`src/rtl/usb_tx_pkg.sv`:
```
// Shared types and constants for the USB full-speed transmit encoder.
package usb_tx_pkg;

    typedef enum logic [2:0] {IDLE, SYNC, DATA, EOP_SE0, EOP_J} tx_state_t;

    localparam logic [7:0]  SYNC_BYTE    = 8'h80;
    localparam int unsigned STUFF_LIMIT  = 6;
    localparam int unsigned EOP_SE0_BITS = 2;

    typedef enum logic [1:0] {J, K, SE0} line_t;

    // Returns {d_plus, d_minus} for a bus line state.
    function automatic logic [1:0] line_pins(line_t l);
        case (l)
            J:       line_pins = 2'b10;
            K:       line_pins = 2'b01;
            default: line_pins = 2'b00;
        endcase
    endfunction

endpackage

```
`src/rtl/usb_bit_timer.sv`:
```
// Bit-time divider: strobes on the last clk cycle of every USB bit period.
module usb_bit_timer #(
    parameter int unsigned CLKS_PER_BIT = 8
) (
    input  logic clk,
    input  logic n_rst,
    input  logic clear,
    output logic bit_strobe
);

    localparam int unsigned CW = $clog2(CLKS_PER_BIT);
    localparam logic [CW-1:0] LAST = CW'(CLKS_PER_BIT - 1);

    logic [CW-1:0] cnt_q;

    always_ff @(posedge clk or negedge n_rst) begin
        if (!n_rst) begin
            cnt_q <= '0;
        end else if (clear || bit_strobe) begin
            cnt_q <= '0;
        end else begin
            cnt_q <= cnt_q + CW'(1);
        end
    end

    assign bit_strobe = (cnt_q == LAST);

endmodule

```
`src/rtl/usb_tx_encoder.sv`:
```
// USB full-speed transmit encoder: SYNC, NRZI, bit stuffing and EOP onto registered D+/D-.
// Optional output-enable port d_oe is built when USB_TX_OE_EN is defined.
module usb_tx_encoder
    import usb_tx_pkg::*;
#(
    parameter int unsigned CLKS_PER_BIT = 8
) (
    input  logic       clk,
    input  logic       n_rst,
    input  logic       tx_valid,
    input  logic [7:0] tx_data,
    input  logic       tx_last,
    output logic       tx_ready,
    output logic       d_plus,
    output logic       d_minus,
    output logic       tx_busy,
    output logic       tx_done,
`ifdef USB_TX_OE_EN
    output logic       d_oe,
`endif
    output logic       tx_err
);

    localparam logic [2:0] STUFF_MAX = 3'(STUFF_LIMIT);
    localparam logic [1:0] EOP_LAST  = 2'(EOP_SE0_BITS - 1);

    tx_state_t  state_q, state_d;
    logic [7:0] shift_q, shift_d;
    logic [2:0] bit_cnt_q, bit_cnt_d;
    logic [2:0] ones_q, ones_d;
    logic [1:0] eop_cnt_q, eop_cnt_d;
    logic [1:0] pins_q, pins_d;
    logic       last_q, last_d;
    logic       nrzi_q, nrzi_d;  // 1 = J level
    logic       done_q, done_d;
    logic       err_q, err_d;
    logic       bit_strobe;
    logic       send;
    logic       send_bit;

    usb_bit_timer #(
        .CLKS_PER_BIT(CLKS_PER_BIT)
    ) u_bit_timer (
        .clk       (clk),
        .n_rst     (n_rst),
        .clear     (state_q == IDLE),
        .bit_strobe(bit_strobe)
    );

    always_comb begin
        state_d   = state_q;
        shift_d   = shift_q;
        bit_cnt_d = bit_cnt_q;
        ones_d    = ones_q;
        eop_cnt_d = eop_cnt_q;
        pins_d    = pins_q;
        last_d    = last_q;
        nrzi_d    = nrzi_q;
        done_d    = 1'b0;
        err_d     = 1'b0;
        tx_ready  = 1'b0;
        send      = 1'b0;
        send_bit  = 1'b0;

        unique case (state_q)
            IDLE: begin
                if (tx_valid) begin
                    state_d   = SYNC;
                    shift_d   = SYNC_BYTE;
                    bit_cnt_d = 3'd0;
                    last_d    = 1'b0;
                    ones_d    = 3'd0;
                    send      = 1'b1;
                    send_bit  = SYNC_BYTE[0];
                end
            end
            SYNC, DATA: begin
                if (bit_strobe) begin
                    if (ones_q == STUFF_MAX) begin
                        // Stuff bit: shift register holds its position.
                        send     = 1'b1;
                        send_bit = 1'b0;
                    end else if (bit_cnt_q != 3'd7) begin
                        shift_d   = shift_q >> 1;
                        bit_cnt_d = bit_cnt_q + 3'd1;
                        send      = 1'b1;
                        send_bit  = shift_q[1];
                    end else if (last_q) begin
                        state_d   = EOP_SE0;
                        eop_cnt_d = 2'd0;
                        nrzi_d    = 1'b1;
                        pins_d    = line_pins(SE0);
                    end else if (tx_valid) begin
                        tx_ready  = 1'b1;
                        state_d   = DATA;
                        shift_d   = tx_data;
                        last_d    = tx_last;
                        bit_cnt_d = 3'd0;
                        send      = 1'b1;
                        send_bit  = tx_data[0];
                    end else begin
                        err_d     = 1'b1;
                        state_d   = EOP_SE0;
                        eop_cnt_d = 2'd0;
                        nrzi_d    = 1'b1;
                        pins_d    = line_pins(SE0);
                    end
                end
            end
            EOP_SE0: begin
                if (bit_strobe) begin
                    if (eop_cnt_q == EOP_LAST) begin
                        state_d = EOP_J;
                        pins_d  = line_pins(J);
                    end else begin
                        eop_cnt_d = eop_cnt_q + 2'd1;
                    end
                end
            end
            EOP_J: begin
                if (bit_strobe) begin
                    state_d = IDLE;
                    done_d  = 1'b1;
                end
            end
            default: begin
                state_d = IDLE;
                nrzi_d  = 1'b1;
                pins_d  = line_pins(J);
            end
        endcase

        // NRZI: a 0 toggles the line, a 1 holds it.
        if (send) begin
            nrzi_d = send_bit ? nrzi_q : ~nrzi_q;
            ones_d = send_bit ? (ones_q + 3'd1) : 3'd0;
            pins_d = nrzi_d ? line_pins(J) : line_pins(K);
        end
    end

    always_ff @(posedge clk or negedge n_rst) begin
        if (!n_rst) begin
            state_q   <= IDLE;
            shift_q   <= 8'h00;
            bit_cnt_q <= 3'd0;
            ones_q    <= 3'd0;
            eop_cnt_q <= 2'd0;
            pins_q    <= 2'b10;
            last_q    <= 1'b0;
            nrzi_q    <= 1'b1;
            done_q    <= 1'b0;
            err_q     <= 1'b0;
        end else begin
            state_q   <= state_d;
            shift_q   <= shift_d;
            bit_cnt_q <= bit_cnt_d;
            ones_q    <= ones_d;
            eop_cnt_q <= eop_cnt_d;
            pins_q    <= pins_d;
            last_q    <= last_d;
            nrzi_q    <= nrzi_d;
            done_q    <= done_d;
            err_q     <= err_d;
        end
    end

`ifdef USB_TX_OE_EN
    logic oe_q;

    always_ff @(posedge clk or negedge n_rst) begin
        if (!n_rst) begin
            oe_q <= 1'b0;
        end else begin
            oe_q <= (state_d != IDLE);
        end
    end

    assign d_oe = oe_q;
`endif

    assign d_plus  = pins_q[1];
    assign d_minus = pins_q[0];
    assign tx_busy = (state_q != IDLE);
    assign tx_done = done_q;
    assign tx_err  = err_q;

endmodule

```
`config.mk`:
```
export PLATFORM = sky130hd
export DESIGN_NAME = usb_tx_encoder
export DESIGN_NICKNAME = d
export VERILOG_FILES = /design/src/rtl/usb_tx_pkg.sv /design/src/rtl/usb_bit_timer.sv /design/src/rtl/usb_tx_encoder.sv
export SDC_FILE = /design/constraint.sdc
export NUM_CORES = 1
export LEC_CHECK = 0
export ABC_CLOCK_PERIOD_IN_PS = 3500
export BUFFER_PORTS_ARGS = -buffer_cell sky130_fd_sc_hd__buf_2
export CAP_MARGIN = 20
export CORE_MARGIN = 2
export CORE_UTILIZATION = 55
export CTS_CLUSTER_DIAMETER = 80
export DETAILED_ROUTE_END_ITERATION = 10
export PLACE_DENSITY_LB_ADDON = 0.15
export SYNTH_ARGS = -nofsm -noshare
export SYNTH_HDL_FRONTEND = slang
export SYNTH_HIERARCHICAL = 1
export SYNTH_SLANG_ARGS = --single-unit
```
`constraint.sdc`:
```
create_clock -name clk -period 3.5 [get_ports clk]
set_input_delay 0.35 -clock clk [delete_from_list [all_inputs] [get_ports clk]]
set_output_delay 0.35 -clock clk [all_outputs]
set_load 0.02 [all_outputs]
```
==> results.cfg <==
[sta]
clock.fmax_mhz = 410
fin_setup_tns_ns = 0
fin_skew_ns = 0.00135
finalHoldViolations = 0
min_period_ns = 2.44
grt_setup_unrepaired = no
fin_crit_sh_pct = 69.6
max_slew_margin_pct = 56.7
setup_viol = 0
fin_ws_ns = 1.06
max_slew.worst_pin.slew_ns = 0.650
drv_slew = 0

[grt]
grt_first_pass_wirelength_um = 4700
grt_max_degree = 28
gr-total-overflow = 0
grt_use_total_pct = 18.5
antenna_found_initial = 0
grt_pass1_vias = 1034

[cts]
cts.repair.resized = 0
cts.sinks = 27
cts_buffers = 3
cts_tree = yes
cts_hold_buffers = 0
cts.clk_slew.worst_paths_ns = 0.13
clock_latency_ns = 0.31
post_cts_buffers = 0
cts_root_buf = clkbuf_4
cts_buffer_depth = 2
cts.htree.levels = 1

[floorplan]
die_h_um = 57.0
dieArea_um2 = 3250
die_w_um = 57.0
coreArea_um2 = 2710
io_pins = 18
start_util_pct = 57.0
rows = 19

[layout]
n_fill_cell = 249
final_net_count = 181
layout_commonest_cell = dfrtp_1
n_antenna_cell = 0
final_cell_mix = dfrtp_1 (25), nand2_1 (19), buf_2 (17)
synthToLayoutAreaGrowth_pct = 5.10
drive_gt1_share_pct = 19.3
final_util_pct = 59.9

[critical_path]
crit_start = u_bit_timer/cnt_q[0]$_DFF_PN0_
crit_fanout = 12
critPathRequiredTime_ns = 3.15
reg2reg_depth = 7
startpoint_type = register
crit_type = reg2out
r2r_setup_slack_ns = 1.20
rr_endpoint = pins_q[0]$_DFFE_PN0P_
r2r_start = bit_cnt_q[0]$_DFFE_PN0P_
worstSetupEndpointType = output pin
cp.arrival_ns = 2.09

[logic_synthesis]
synth-seq-cells = 27
netlist-cell-type-count = 51
syn_nets = 168
synth_warnings = 6
async_flop_share_pct = 100
synth_ff_type = dfrtp_1
syn_area_um2 = 1550
synthCells = 149
synth.avg_cell_area_um2 = 10.4
synth_edf_count = 0
ys_seq_area_share_pct = 43.9

[status]
status = finished, final reports clean

[route]
routed_wl_um = 2740
drc_errors = 0
via_per_inst = 5.91
ant_nets = 0
dr.pass1.iters = 4
vias = 1135
drt_iter0_markers = 53
routedWlPerCell_um = 14.3

[hold_path]
hp-class = in2async

[job]
drv_cap = 0

[place]
place_ws_ns = 1.16
hpwl_um = 2030
io_buffers = 17
gp_congestion = 0.867

[pwr]
static-leakage-power_nw = 0.700
powerDensity_nw_per_um2 = 280
total_power_uw = 456
vdd_drop_max_v = 0.000275
## routing by layer
metal	track usage, %	routed length, um	up-vias
met5	0	0	-
met4	6.98	49	0
met3	2.95	97	5
met2	30.4	1320	24
met1	24.8	1270	542
li1	-	-	564
## cell families (layout without fill, tap and decap cells)
| kind of cell | count (synthesis) | count (layout) | share of synthesized area (%) |
|---|---|---|---|
| adders and majority gates | 7 | 7 | 5.67 |
| xor gates and xnor gates | 3 | 3 | 2.92 |
| and+or+nand+nor | 47 | 47 | 16.3 |
| AOI/OAI and AO/OA | 41 | 41 | 19.7 |
| muxes | 8 | 8 | 5.26 |
| DFF | 27 | 27 | 43.9 |
| buffers and inverters | 16 | 28 | 6.31 |
## worst max-delay path by stage
stage                                   endpoint  cells after the start
after global routing                    tx_ready                      6
after CTS                               tx_ready                      6
after detailed placement  shift_q[7]$_DFFE_PN0P_                      6
final                                   tx_ready                      6
after global placement     pins_q[0]$_DFFE_PN0P_                      7
after floorplan                         tx_ready                      5
## sequential cells by signal (all words and copies together), names as in the netlist
signal	cells
bit_cnt_q	3
eop_cnt_q	2
last_q	1
nrzi_q	1
ones_q	3
pins_q	2
shift_q	7
state_q	3
tx_done	1
tx_err	1
u_bit_timer/cnt_q	3
## cell type report
cell class / instances / area [um^2] / share of cell area (%)
well taps: 31 / 38.8 / 2.39
repair buffers: 17 / 85.1 / 5.24
flip-flops and latches: 27 / 678 / 41.8
multi-input cells: 106 / 769 / 47.4
inverters: 7 / 26.3 / 1.62
clock buffers: 4 / 26.3 / 1.62
## synth_stat cells (2+ instances only)
cell       n  area share (%)
nand2_1   19             4.6
a21oi_1    6             1.9
buf_4      2            0.97
nand3_1    2            0.65
a21o_1     2            0.97
nor3b_1    3             1.5
o221ai_1   2             1.1
clkbuf_1   2            0.49
nor3_1     4             1.3
o31ai_1    6             2.9
o21ai_0   10             3.2
nor4_1     2            0.81
a22o_1     2             1.1
nor2b_1    2            0.81
nand2b_1   2            0.81
o211ai_1   2            0.97
nor2_1     4            0.97
dfstp_2    2             3.4
mux2i_1    7             4.5
ha_1       7             5.7
inv_1      7             1.7
dfrtp_1   25              40
## critical path, cell delays in order (launching register included)
cell      delay [ns]
dfrtp_1         0.38
ha_1            0.15
ha_1            0.39
a21boi_2        0.34
nand2_1         0.13
nor3_1          0.20
buf_2           0.19
## power breakdown
part	switching (mW)	internal (mW)	leakage [nW]	total, mW
clock network	0.0831	0.0446	0.0150	0.128
registers	0	0.312	0.335	0.312
logic	0.0105	0.00531	0.351	0.0158
total	0.0936	0.362	0.700	0.456
## per-stage QoR
step	area, um^2	instances	hold slack (ns)
floorplan	1550	149	0.0544
finish	1620	192	0.0156
global placement	1600	188	0.380
CTS	1620	192	0.0200
detailed placement	1600	188	0.382
global route	1620	192	0.0392
Power figures use the tool's default switching activity.
